[src/rtl/ooo_read_reorder_master.sv]
// ooo_read_reorder_master: host-side front end for a tagged, out-of-order slave.
// Host requests are forwarded combinationally. Reads take a reorder-buffer slot,
// and slave tids are mapped back to slots. Read data is returned to the host in
// issue order. Writes are posted and take no slot.
module ooo_read_reorder_master #(
  parameter int ROB_DEPTH = 4,
  parameter int TID_W     = 2
) (
  input  logic             clk_i,
  input  logic             rst_i,
  input  logic             host_req,
  input  logic [31:0]      host_addr,
  input  logic             host_cmd,
  input  logic [31:0]      host_wdata,
  output logic             host_ack,
  output logic             host_resp,
  output logic [31:0]      host_rdata,
  output logic             master_req,
  output logic [31:0]      master_addr,
  output logic             master_cmd,
  output logic [31:0]      master_wdata,
  input  logic             master_ack,
  input  logic [TID_W-1:0] master_reqtid,
  input  logic             master_resp,
  input  logic [TID_W-1:0] master_resptid,
  input  logic [31:0]      master_rdata,
  output logic [2:0]       outstanding_o,
  output logic             err_o
);

  localparam int PTR_W   = (ROB_DEPTH > 1) ? $clog2(ROB_DEPTH) : 1;
  localparam int NUM_TID = 2 ** TID_W;

  // Reorder buffer slots
  logic [ROB_DEPTH-1:0] slot_busy_q, slot_busy_d;
  logic [ROB_DEPTH-1:0] slot_done_q, slot_done_d;
  logic [31:0]          slot_data_q [ROB_DEPTH];
  logic [31:0]          slot_data_d [ROB_DEPTH];

  // Slave tid -> slot map
  logic [PTR_W-1:0]     tidmap_q [NUM_TID];
  logic [PTR_W-1:0]     tidmap_d [NUM_TID];
  logic [NUM_TID-1:0]   tidvalid_q, tidvalid_d;

  logic [PTR_W-1:0]     head_q, head_d;
  logic [PTR_W-1:0]     tail_q, tail_d;
  logic [2:0]           count_q, count_d;
  logic                 host_resp_q, host_resp_d;
  logic [31:0]          host_rdata_q, host_rdata_d;
  logic                 err_q, err_d;

  logic                 rob_full;
  logic                 alloc;
  logic                 retire;
  logic                 resp_hit;
  logic                 resp_err;
  logic                 alloc_err;
  logic                 reqtid_freed;
  logic [PTR_W-1:0]     resp_slot;

  // Forward path and per-cycle event decode
  always_comb begin
    rob_full     = (count_q == 3'(ROB_DEPTH));
    master_addr  = host_addr;
    master_cmd   = host_cmd;
    master_wdata = host_wdata;
    master_req   = host_req & (host_cmd | ~rob_full);
    host_ack     = master_req & master_ack;
    alloc        = host_ack & ~host_cmd;
    retire       = slot_busy_q[head_q] & slot_done_q[head_q];
    resp_slot    = tidmap_q[master_resptid];
    resp_hit     = master_resp & tidvalid_q[master_resptid];
    resp_err     = master_resp & ~tidvalid_q[master_resptid];
    // A valid response on the same tid frees it, so reuse in that cycle is legal
    reqtid_freed = resp_hit & (master_resptid == master_reqtid);
    alloc_err    = alloc & tidvalid_q[master_reqtid] & ~reqtid_freed;
  end

  // Next-state for slots, tid map, pointers, count and host outputs
  always_comb begin
    slot_busy_d  = slot_busy_q;
    slot_done_d  = slot_done_q;
    slot_data_d  = slot_data_q;
    tidmap_d     = tidmap_q;
    tidvalid_d   = tidvalid_q;
    head_d       = head_q;
    tail_d       = tail_q;
    count_d      = count_q + {2'b00, alloc} - {2'b00, retire};
    host_resp_d  = retire;
    host_rdata_d = host_rdata_q;
    err_d        = err_q | resp_err | alloc_err;

    if (retire) begin
      host_rdata_d        = slot_data_q[head_q];
      slot_busy_d[head_q] = 1'b0;
      slot_done_d[head_q] = 1'b0;
      head_d = (head_q == PTR_W'(ROB_DEPTH - 1)) ? '0 : head_q + 1'b1;
    end

    // Responses use the mapping registered before this edge
    if (resp_hit) begin
      slot_data_d[resp_slot]     = master_rdata;
      slot_done_d[resp_slot]     = 1'b1;
      tidvalid_d[master_resptid] = 1'b0;
    end

    // Allocation comes last so a reused tid installs its new mapping
    if (alloc) begin
      slot_busy_d[tail_q]       = 1'b1;
      slot_done_d[tail_q]       = 1'b0;
      tidmap_d[master_reqtid]   = tail_q;
      tidvalid_d[master_reqtid] = 1'b1;
      tail_d = (tail_q == PTR_W'(ROB_DEPTH - 1)) ? '0 : tail_q + 1'b1;
    end
  end

  // State registers with asynchronous reset
  always_ff @(posedge clk_i or posedge rst_i) begin
    if (rst_i) begin
      slot_busy_q  <= '0;
      slot_done_q  <= '0;
      tidvalid_q   <= '0;
      head_q       <= '0;
      tail_q       <= '0;
      count_q      <= '0;
      host_resp_q  <= 1'b0;
      host_rdata_q <= '0;
      err_q        <= 1'b0;
      for (int i = 0; i < ROB_DEPTH; i++) slot_data_q[i] <= '0;
      for (int i = 0; i < NUM_TID; i++)   tidmap_q[i]    <= '0;
    end else begin
      slot_busy_q  <= slot_busy_d;
      slot_done_q  <= slot_done_d;
      tidvalid_q   <= tidvalid_d;
      head_q       <= head_d;
      tail_q       <= tail_d;
      count_q      <= count_d;
      host_resp_q  <= host_resp_d;
      host_rdata_q <= host_rdata_d;
      err_q        <= err_d;
      for (int i = 0; i < ROB_DEPTH; i++) slot_data_q[i] <= slot_data_d[i];
      for (int i = 0; i < NUM_TID; i++)   tidmap_q[i]    <= tidmap_d[i];
    end
  end

  // Registered outputs
  always_comb begin
    host_resp     = host_resp_q;
    host_rdata    = host_rdata_q;
    outstanding_o = count_q;
    err_o         = err_q;
  end

endmodule

[config.mk]
export PLATFORM = sky130hd
export DESIGN_NAME = ooo_read_reorder_master
export DESIGN_NICKNAME = d
export VERILOG_FILES = /design/src/rtl/ooo_read_reorder_master.sv
export SDC_FILE = /design/constraint.sdc
export NUM_CORES = 1
export LEC_CHECK = 0
export ABC_AREA = 0
export CORE_ASPECT_RATIO = 1.25
export CORE_MARGIN = 3
export CORE_UTILIZATION = 50
export CTS_BUF_LIST = sky130_fd_sc_hd__clkbuf_16
export DETAILED_ROUTE_END_ITERATION = 10
export PLACE_DENSITY = 0.8
export SLEW_MARGIN = 10
export SYNTH_ARGS = -nofsm -noshare
export SYNTH_HDL_FRONTEND = slang
export SYNTH_SLANG_ARGS = --single-unit
[constraint.sdc]
create_clock -name clk_i -period 7.7 [get_ports clk_i]
set_input_delay 1.54 -clock clk_i [delete_from_list [all_inputs] [get_ports clk_i]]
set_output_delay 1.54 -clock clk_i [all_outputs]
set_load 0.02 [all_outputs]
# Yosys cells after proc, flatten, opt, wreduce, memory -nomap -nowiden
# Index checks and enable logic that the tools add are counted.
dict set report totals {
  regBits 189
  inputBits 106
  out_inout_bits 104
  word_cells 117
}
dict set report op_classes {
  addsub 4
  n_lt_le_gt_ge 16
  eq_ne 4
  mux 39
  bitwise_logic 30
  n_reduce_logical 7
}
# cell n
set op_table {}
lappend op_table {{$bwmux 128} 1}
lappend op_table {{$mux 32} 3}
lappend op_table {{$bmux 32 s2} 1}
lappend op_table {{$demux 32 s2} 1}
lappend op_table {{$mux 4} 7}
lappend op_table {{$and 4x4->4} 4}
lappend op_table {{$lt 2x3->1 const B} 5}
lappend op_table {{$ge 3x3->1 const B} 4}
lappend op_table {{$not 2->3} 4}
lappend op_table {{$not 4->4} 3}
lappend op_table {{$or 4x4->4} 3}
lappend op_table {{$demux 1 s2} 5}
lappend op_table {{$ge 2x1->1 const B} 5}
lappend op_table {{$mux 2} 5}
lappend op_table {{$and 1x1->1} 9}
lappend op_table {{$mux 1} 9}
lappend op_table {{$bmux 1 s2} 4}
lappend op_table {{$bwmux 8} 1}
lappend op_table {{$logic_and 1x1->1} 7}
lappend op_table {{$lt 3x1->1 const B} 2}
lappend op_table {{$add 2x1->2 const B} 2}
lappend op_table {{$bmux 2 s2} 1}
lappend op_table {{$demux 2 s2} 1}
lappend op_table {{$eq 2x2->1 const B} 2}
lappend op_table {{other kinds (6)} 11}

# Longest topological paths before layout
# Gate-level depths: netlist (run 1).
dict set report depth {
  ltp_word 12
  ltp_mapped 11
  ltp_nobuf 10
}

# Worst setup path after synthesis (run 1)
# OpenSTA, ideal clock, no wires.
dict set report synth_path {
  path_kind {input-to-output}
  start {input host_cmd}
  end {output host_ack}
  arrival_time_ns 2.035
  required_ns 6.160
  setup_slack_ns 4.125
  path_stages 2
  n_path_buf 0
  path_cell_list {o21a_1 > and2_1}
}
dict set report synth_between {
  elab_chain_cells 3
}
# item line
set synth_rtl {}
lappend synth_rtl {{start, declared} 13} ;# input logic host_cmd,
lappend synth_rtl {{$or 1x1->1} 67} ;# master_req = host_req & (host_cmd | ~rob_full);
lappend synth_rtl {{$and 1x1->1} 67}
lappend synth_rtl {{$and 1x1->1} 68} ;# host_ack = master_req & master_ack;
lappend synth_rtl {{end, declared} 15} ;# output logic host_ack,
# Every way passes these cells.

# Worst setup path after layout (run 1)
# Same ends and word-level chain as after synthesis.

==> results of run 1 <==
## critical path, cell delays in order
cell and delay, ns:
clkdlybuf4s50_1 0.50, o21a_1 0.15, and2_1 0.13, clkdlybuf4s50_1 0.60
## per-layer routing
metal  track usage  vias up
met1         0.212     2476
met5             0        -
met2         0.305      124
met4        0.0538        0
li1              -     2058
met3        0.0448       18
## flip-flops by register name, indices dropped and copies added (netlist names)
name / count
host_rdata: 32
tail_q: 2
host_resp: 1
tidvalid_q: 4
tidmap_q: 8
slot_data_q: 128
outstanding_o: 3
head_q: 2
slot_done_q: 4
err_o: 1
slot_busy_q: 4
## cells in the final DEF (no fill, tap or decap), types with 2 or more instances in the layout
cell | netlist | final
ha_1 | 10 | 10
a22oi_1 | 2 | 2
nand2b_1 | 3 | 3
nand2_1 | 14 | 14
o21a_1 | 4 | 4
clkdlybuf4s50_1 | 0 | 81
mux4_2 | 36 | 36
dfrtp_2 | 0 | 2
o21ai_0 | 13 | 13
mux2_1 | 11 | 11
bufinv_16 | 0 | 2
nand3_1 | 8 | 7
mux2_2 | 158 | 158
clkbuf_16 | 0 | 17
clkinv_1 | 0 | 2
clkinvlp_4 | 0 | 3
xnor2_1 | 4 | 4
nor3b_1 | 2 | 2
clkinv_2 | 0 | 5
dfrtp_1 | 189 | 187
mux2i_1 | 2 | 2
a21oi_1 | 2 | 2
buf_4 | 68 | 4
inv_1 | 16 | 16
## final timing paths
path / start / to / slack, ns / cells past startpoint
setup / recovery: host_cmd / host_ack / 3.24 / 4
max in group asynchronous: rst_i / head_q[0]$_DFFE_PP0N_ / 4.51 / 3
hold / removal: err_o$_DFF_PP0_ / err_o$_DFF_PP0_ / 0.47 / 1
setup reg to reg: head_q[1]$_DFFE_PP0N_ / outstanding_o[2]$_DFF_PP0_ / 4.56 / 10
min in group asynchronous: rst_i / err_o$_DFF_PP0_ / 1.71 / 2
hold reg to reg: err_o$_DFF_PP0_ / err_o$_DFF_PP0_ / 0.47 / 1
## area by class of cell
cell class / count / area (sq um)
clock buffer: 17 / 425
timing repair buffer: 85 / 841
inverter: 16 / 65.1
multi-input combinational: 287 / 3320
sequential: 189 / 4730
clock inverter: 14 / 128
tap: 220 / 275
fill: 1318 / 7260
## power breakdown
part	internal (mW)	switching (mW)	total, mW
clock	0.470	0.361	0.831
combinational	0.799	0.526	1.32
sequential	1.44	0.267	1.71
total	2.71	1.15	3.87
## metrics by stage
stage          std cells  hold WS, ns
6_report             828        0.469
3_3_place_gp         797        0.451
2_1_floorplan        585        0.452
5_1_grt              828        0.499
3_5_place_dp         797        0.460
4_1_cts              828        0.475
## cell families (layout without fill, tap and decap cells)
family | after synthesis | after routing | synth area share
AO/OA/AOI/OAI | 28 | 28 | 0.0204
multiplexers | 207 | 207 | 0.312
adder cells (fa/ha/maj) | 11 | 11 | 0.0165
flip-flops | 189 | 189 | 0.539
AND/OR/NAND/NOR | 37 | 37 | 0.0253
XOR/XNOR | 4 | 4 | 0.00399
buffers and inverters | 109 | 132 | 0.0829
==> impl_metrics.csv, run 1 <==
group,metric,value,unit
die,fp.dieArea,19200,sq um
yosys,synth_most_common_cell,"dfrtp_1",
yosys,ys_types,38,
cells_and_area,nNetsFinal,713,
global_route,track_usage,0.174,
clocking,postCtsSetupBuffers,0,
die,fp.dieW,124,um
clocking,clockBufferDepth,2,
global_route,globalRouteOverflowTotal,0,
clocking,postCtsHoldBufs,0,
cells_and_area,diodes,0,
sta,min_period,4.46,ns
yosys,avgSynthCellArea,15.0,sq um
clocking,cts.root.buffer_cell,"clkbuf_16",
place,postPlaceCellArea,9230,sq um
yosys,async_reset_ff_frac,1.00,
power,p_leak,4.37,nW
drt,vias,4676,
die,die_height,154,um
sta,hold_viol,0,
drt,wl_met3,691,um
die,coreArea,17000,sq um
sta,final.setup_skew,0.00839,ns
sta,drv_slew,0,
yosys,yosys.area.top_type_share,0.539,
sta,max_freq,224,MHz
clocking,htree_levels,4,
yosys,synth_edf_count,0,
global_route,grt_max_degree,121,
die,num_rows,53,
sta,setup_tns,0,ns
drt,wl_per_cell,19.5,um
clocking,cts_tree,"done",
clocking,cts_resized,0,
worst_setup_path,path_class,"in2out",
yosys,synthTopCellsByArea,"dfrtp_1 (54%), mux2_2 (20%), mux4_2 (9.2%)",
drt,finalWirelength,16.1,mm
hold_path,hold_class,"reg2reg",
yosys,synthFlopType,"dfrtp_1",
worst_setup_path,worstSetupEndpointType,"output pin",
global_route,grt_pass1_wl,26.7,mm
global_route,grt_pass1_vias,5261,
yosys,ys_seq_elements,189,
place,dpl_worst_slack,3.24,ns
clocking,cts_buffers,17,
clocking,insertion_delay,0.42,ns
place,gp_congestion,0.782,
drt,firstDrtPassIters,4,
clocking,path_clk_slew,0.06,ns
power,p_per_area,395,nW/um^2
sta,tightest_slew,1.05,ns
drt,wl_met2,8.59,mm
yosys,synth_commonest_cells,"dfrtp_1 (189), mux2_2 (158), buf_4 (68)",
power,power,3.87,mW
cells_and_area,final_util,0.574,
drt,vias_per_cell,5.65,
drt,postRouteAntennaNets,0,
flow_run,cap_violations,0,
drt,top_layer_used,"met4",
worst_setup_path,path_max_fanout,3,
power,peakVddDrop,247,uV
place,hpwlAfterDp,10.0,mm
clocking,clock-sinks,189,
worst_setup_path,arrival,2.92,ns
die,start_util,0.515,
outcome,status,"finished clean",
worst_setup_path,critPathRequiredTime,6.16,ns
sta,fin_crit_sh,0.579,
yosys,syn_inst,585,
drt,route.detailed.drc,0,
place,io_buffer_count,81,
worst_setup_path,start_kind,"input pin",
sta,worst_slack,3.24,ns
cells_and_area,stdcell_area,9790,sq um
yosys,syn_nets,702,
yosys,yosys_warnings,0,
cells_and_area,area_growth,11.6,%
yosys,synth_top_cell_by_area,"dfrtp_1",
sta,finalSetupViolCount,0,
yosys,seq_area_frac_synth,0.539,
sta,slew_headroom,0.298,
die,ioPinCount,210,
cells_and_area,final_layout_size_suffix_gt1_frac,0.387,
sta,grt_setup_unrepaired,"no",
drt,drt_iter0_markers,250,
global_route,antenna_found_initial,0,
drt,m1WireLength,6.63,mm
yosys,netlist_area,8770,sq um
No activity file was read; power rests on OpenSTA's default activity.
==> inputs of run 2 (changes only) <==
==> constraint.sdc (replaced) <==
create_clock -name clk_i -period 4.16 [get_ports clk_i]
set_input_delay 0.832 -clock clk_i [delete_from_list [all_inputs] [get_ports clk_i]]
set_output_delay 0.832 -clock clk_i [all_outputs]
set_load 0.02 [all_outputs]
==> impl_metrics.csv, run 2 (same netlist as run 1, synthesis figures left out) <==
group,metric,value,unit
cells_and_area,fillers,1265,
worst_setup_path,rr_worst_depth,10,
cells_and_area,final_util,0.583,
drt,wl_met2,8.43,mm
global_route,grt_max_degree,190,
die,start_util,0.515,
sta,fin_crit_sh,0.736,
hold_path,hold_class,"reg2reg",
power,p_seq_frac,0.425,
clocking,postCtsSetupBuffers,0,
drt,vias,4661,
global_route,globalRouteOverflowTotal,0,
clocking,cts_tree,"done",
drt,m1WireLength,6.63,mm
die,die_height,154,um
hold_path,hold_depth,1,
die,coreArea,17000,sq um
sta,finalSetupViolCount,0,
power,clkPwrFrac,0.231,
sta,worst_slack,1.10,ns
sta,final.setup_skew,0.00740,ns
place,gp_congestion,0.787,
cells_and_area,final_layout_size_suffix_gt1_frac,0.394,
sta,drv_slew,0,
worst_setup_path,path_max_fanout,4,
global_route,grt_pass1_vias,5243,
sta,hold_viol,0,
hold_path,worstHoldStart,"err_o$_DFF_PP0_",
cells_and_area,layout_common_cells,"dfrtp_1 (187), mux2_2 (158), clkdlybuf4s50_1 (81)",
worst_setup_path,regToRegEndpoint,"outstanding_o[2]$_DFF_PP0_",
worst_setup_path,critPathRequiredTime,3.33,ns
clocking,cts.root.buffer_cell,"clkbuf_16",
place,dpl_worst_slack,0.656,ns
die,fp.dieW,124,um
drt,top_layer_used,"met4",
cells_and_area,largest_reg_flops,128,
die,num_rows,53,
cells_and_area,layout_commonest_cell,"dfrtp_1",
power,p_per_area,739,nW/um^2
power,switching_share,0.296,
hold_path,hold_end,"err_o$_DFF_PP0_",
drt,route.detailed.drc,0,
drt,wl_met3,919,um
worst_setup_path,path_class,"reg2out",
drt,postRouteAntennaNets,0,
outcome,status,"finished clean",
place,io_buffer_count,81,
drt,drt_iter0_markers,384,
worst_setup_path,cp_slowest_stage_delay,0.53,ns
clocking,clockBufferDepth,2,
drt,firstDrtPassIters,4,
power,peakVddDrop,404,uV
worst_setup_path,start_kind,"flip-flop",
power,p_int,5.16,mW
power,p_comb_frac,0.344,
cells_and_area,stdcell_count,834,
power,power,7.34,mW
clocking,clock-sinks,189,
worst_setup_path,arrival,2.23,ns
drt,vias_per_cell,5.59,
sta,min_period,3.06,ns
drt,wl_per_cell,19.7,um
worst_setup_path,reg2reg_slack,1.35,ns
global_route,grt_pass1_wl,27.5,mm
clocking,insertion_delay,0.43,ns
place,hpwlAfterDp,10.1,mm
flow_run,cap_violations,0,
cells_and_area,largest-register,"slot_data_q",
die,ioPinCount,210,
sta,tightest_slew,0.988,ns
worst_setup_path,worstSetupEndpointType,"output pin",
worst_setup_path,crit_chain,"or3b_2 -> o21a_1 -> and2_1 -> clkdlybuf4s50_1",
cells_and_area,nNetsFinal,718,
clocking,cts_resized,0,
sta,grt_setup_unrepaired,"no",
clocking,cts_buffers,17,
power,power_switching,2.18,mW
sta,setup_tns,0,ns
clocking,postCtsHoldBufs,0,
clocking,htree_levels,4,
cells_and_area,area_growth,13.2,%
global_route,antenna_found_initial,0,
global_route,track_usage,0.179,
sta,slew_headroom,0.341,
drt,finalWirelength,16.4,mm
clocking,path_clk_slew,0.07,ns
sta,max_freq,327,MHz
place,dp_cells,802,
worst_setup_path,r2r_start,"outstanding_o[1]$_DFF_PP0_",
die,fp.dieArea,19200,sq um
cells_and_area,diodes,0,
power,p_leak,4.43,nW
cells_and_area,multi_input_area,3320,sq um
worst_setup_path,crit_slowest_cell,"clkdlybuf4s50_1",
cells_and_area,seqCellArea,4730,sq um
==> run 2: critical path: cells and delay by family, from the launching register on <==
kind            cells  cell delay [ns]
compound gates      1             0.19
buf+inv             1             0.53
flops               1             0.44
simple gates        2             0.64
==> run 2: stage by stage <==
step	instance area [sq um]	hold slack, ns
6_report	9930	0.480
5_1_grt	9930	0.501
2_1_floorplan	8770	0.452
4_1_cts	9930	0.475
3_5_place_dp	9310	0.454
3_3_place_gp	9310	0.456
==> run 2: layer usage <==
metal,global-route usage,up-vias
met5,0,-
met4,0.0762,0
met3,0.0462,48
met2,0.301,152
met1,0.221,2401
li1,-,2060
==> run 2: cell type report <==
cell class | instances | share of cell area
clock inverter | 15 | 0.0199
inverter | 16 | 0.00643
sequential | 189 | 0.477
clock buffer | 17 | 0.0428
tap | 220 | 0.0277
timing repair buffer | 90 | 0.0922
multi-input combinational | 287 | 0.334
==> run 2: worst max-delay path by stage <==
stage / start / endpoint / slack (ns) / depth (start not counted)
2_1_floorplan: rst_i / err_o$_DFF_PP0_ / 0.89 / 1
3_5_place_dp: master_resptid[1] / slot_data_q[42]$_DFFE_PP0P_ / 0.66 / 5
3_3_place_gp: master_resptid[1] / slot_data_q[46]$_DFFE_PP0P_ / 0.73 / 5
5_1_grt: host_cmd / outstanding_o[2]$_DFF_PP0_ / 0.96 / 10
6_report: outstanding_o[1]$_DFF_PP0_ / host_ack / 1.10 / 4
4_1_cts: outstanding_o[1]$_DFF_PP0_ / host_ack / 1.06 / 4
==> run 2: power groups by stage <==
stage	registers, mW	logic, mW	clock network (mW)
2_1_floorplan	3.19	1.77	0
3_3_place_gp	3.06	2.45	0
3_5_place_dp	3.14	2.55	0
4_1_cts	3.12	2.57	1.73
5_1_grt	3.21	2.74	1.82
6_report	3.12	2.52	1.70
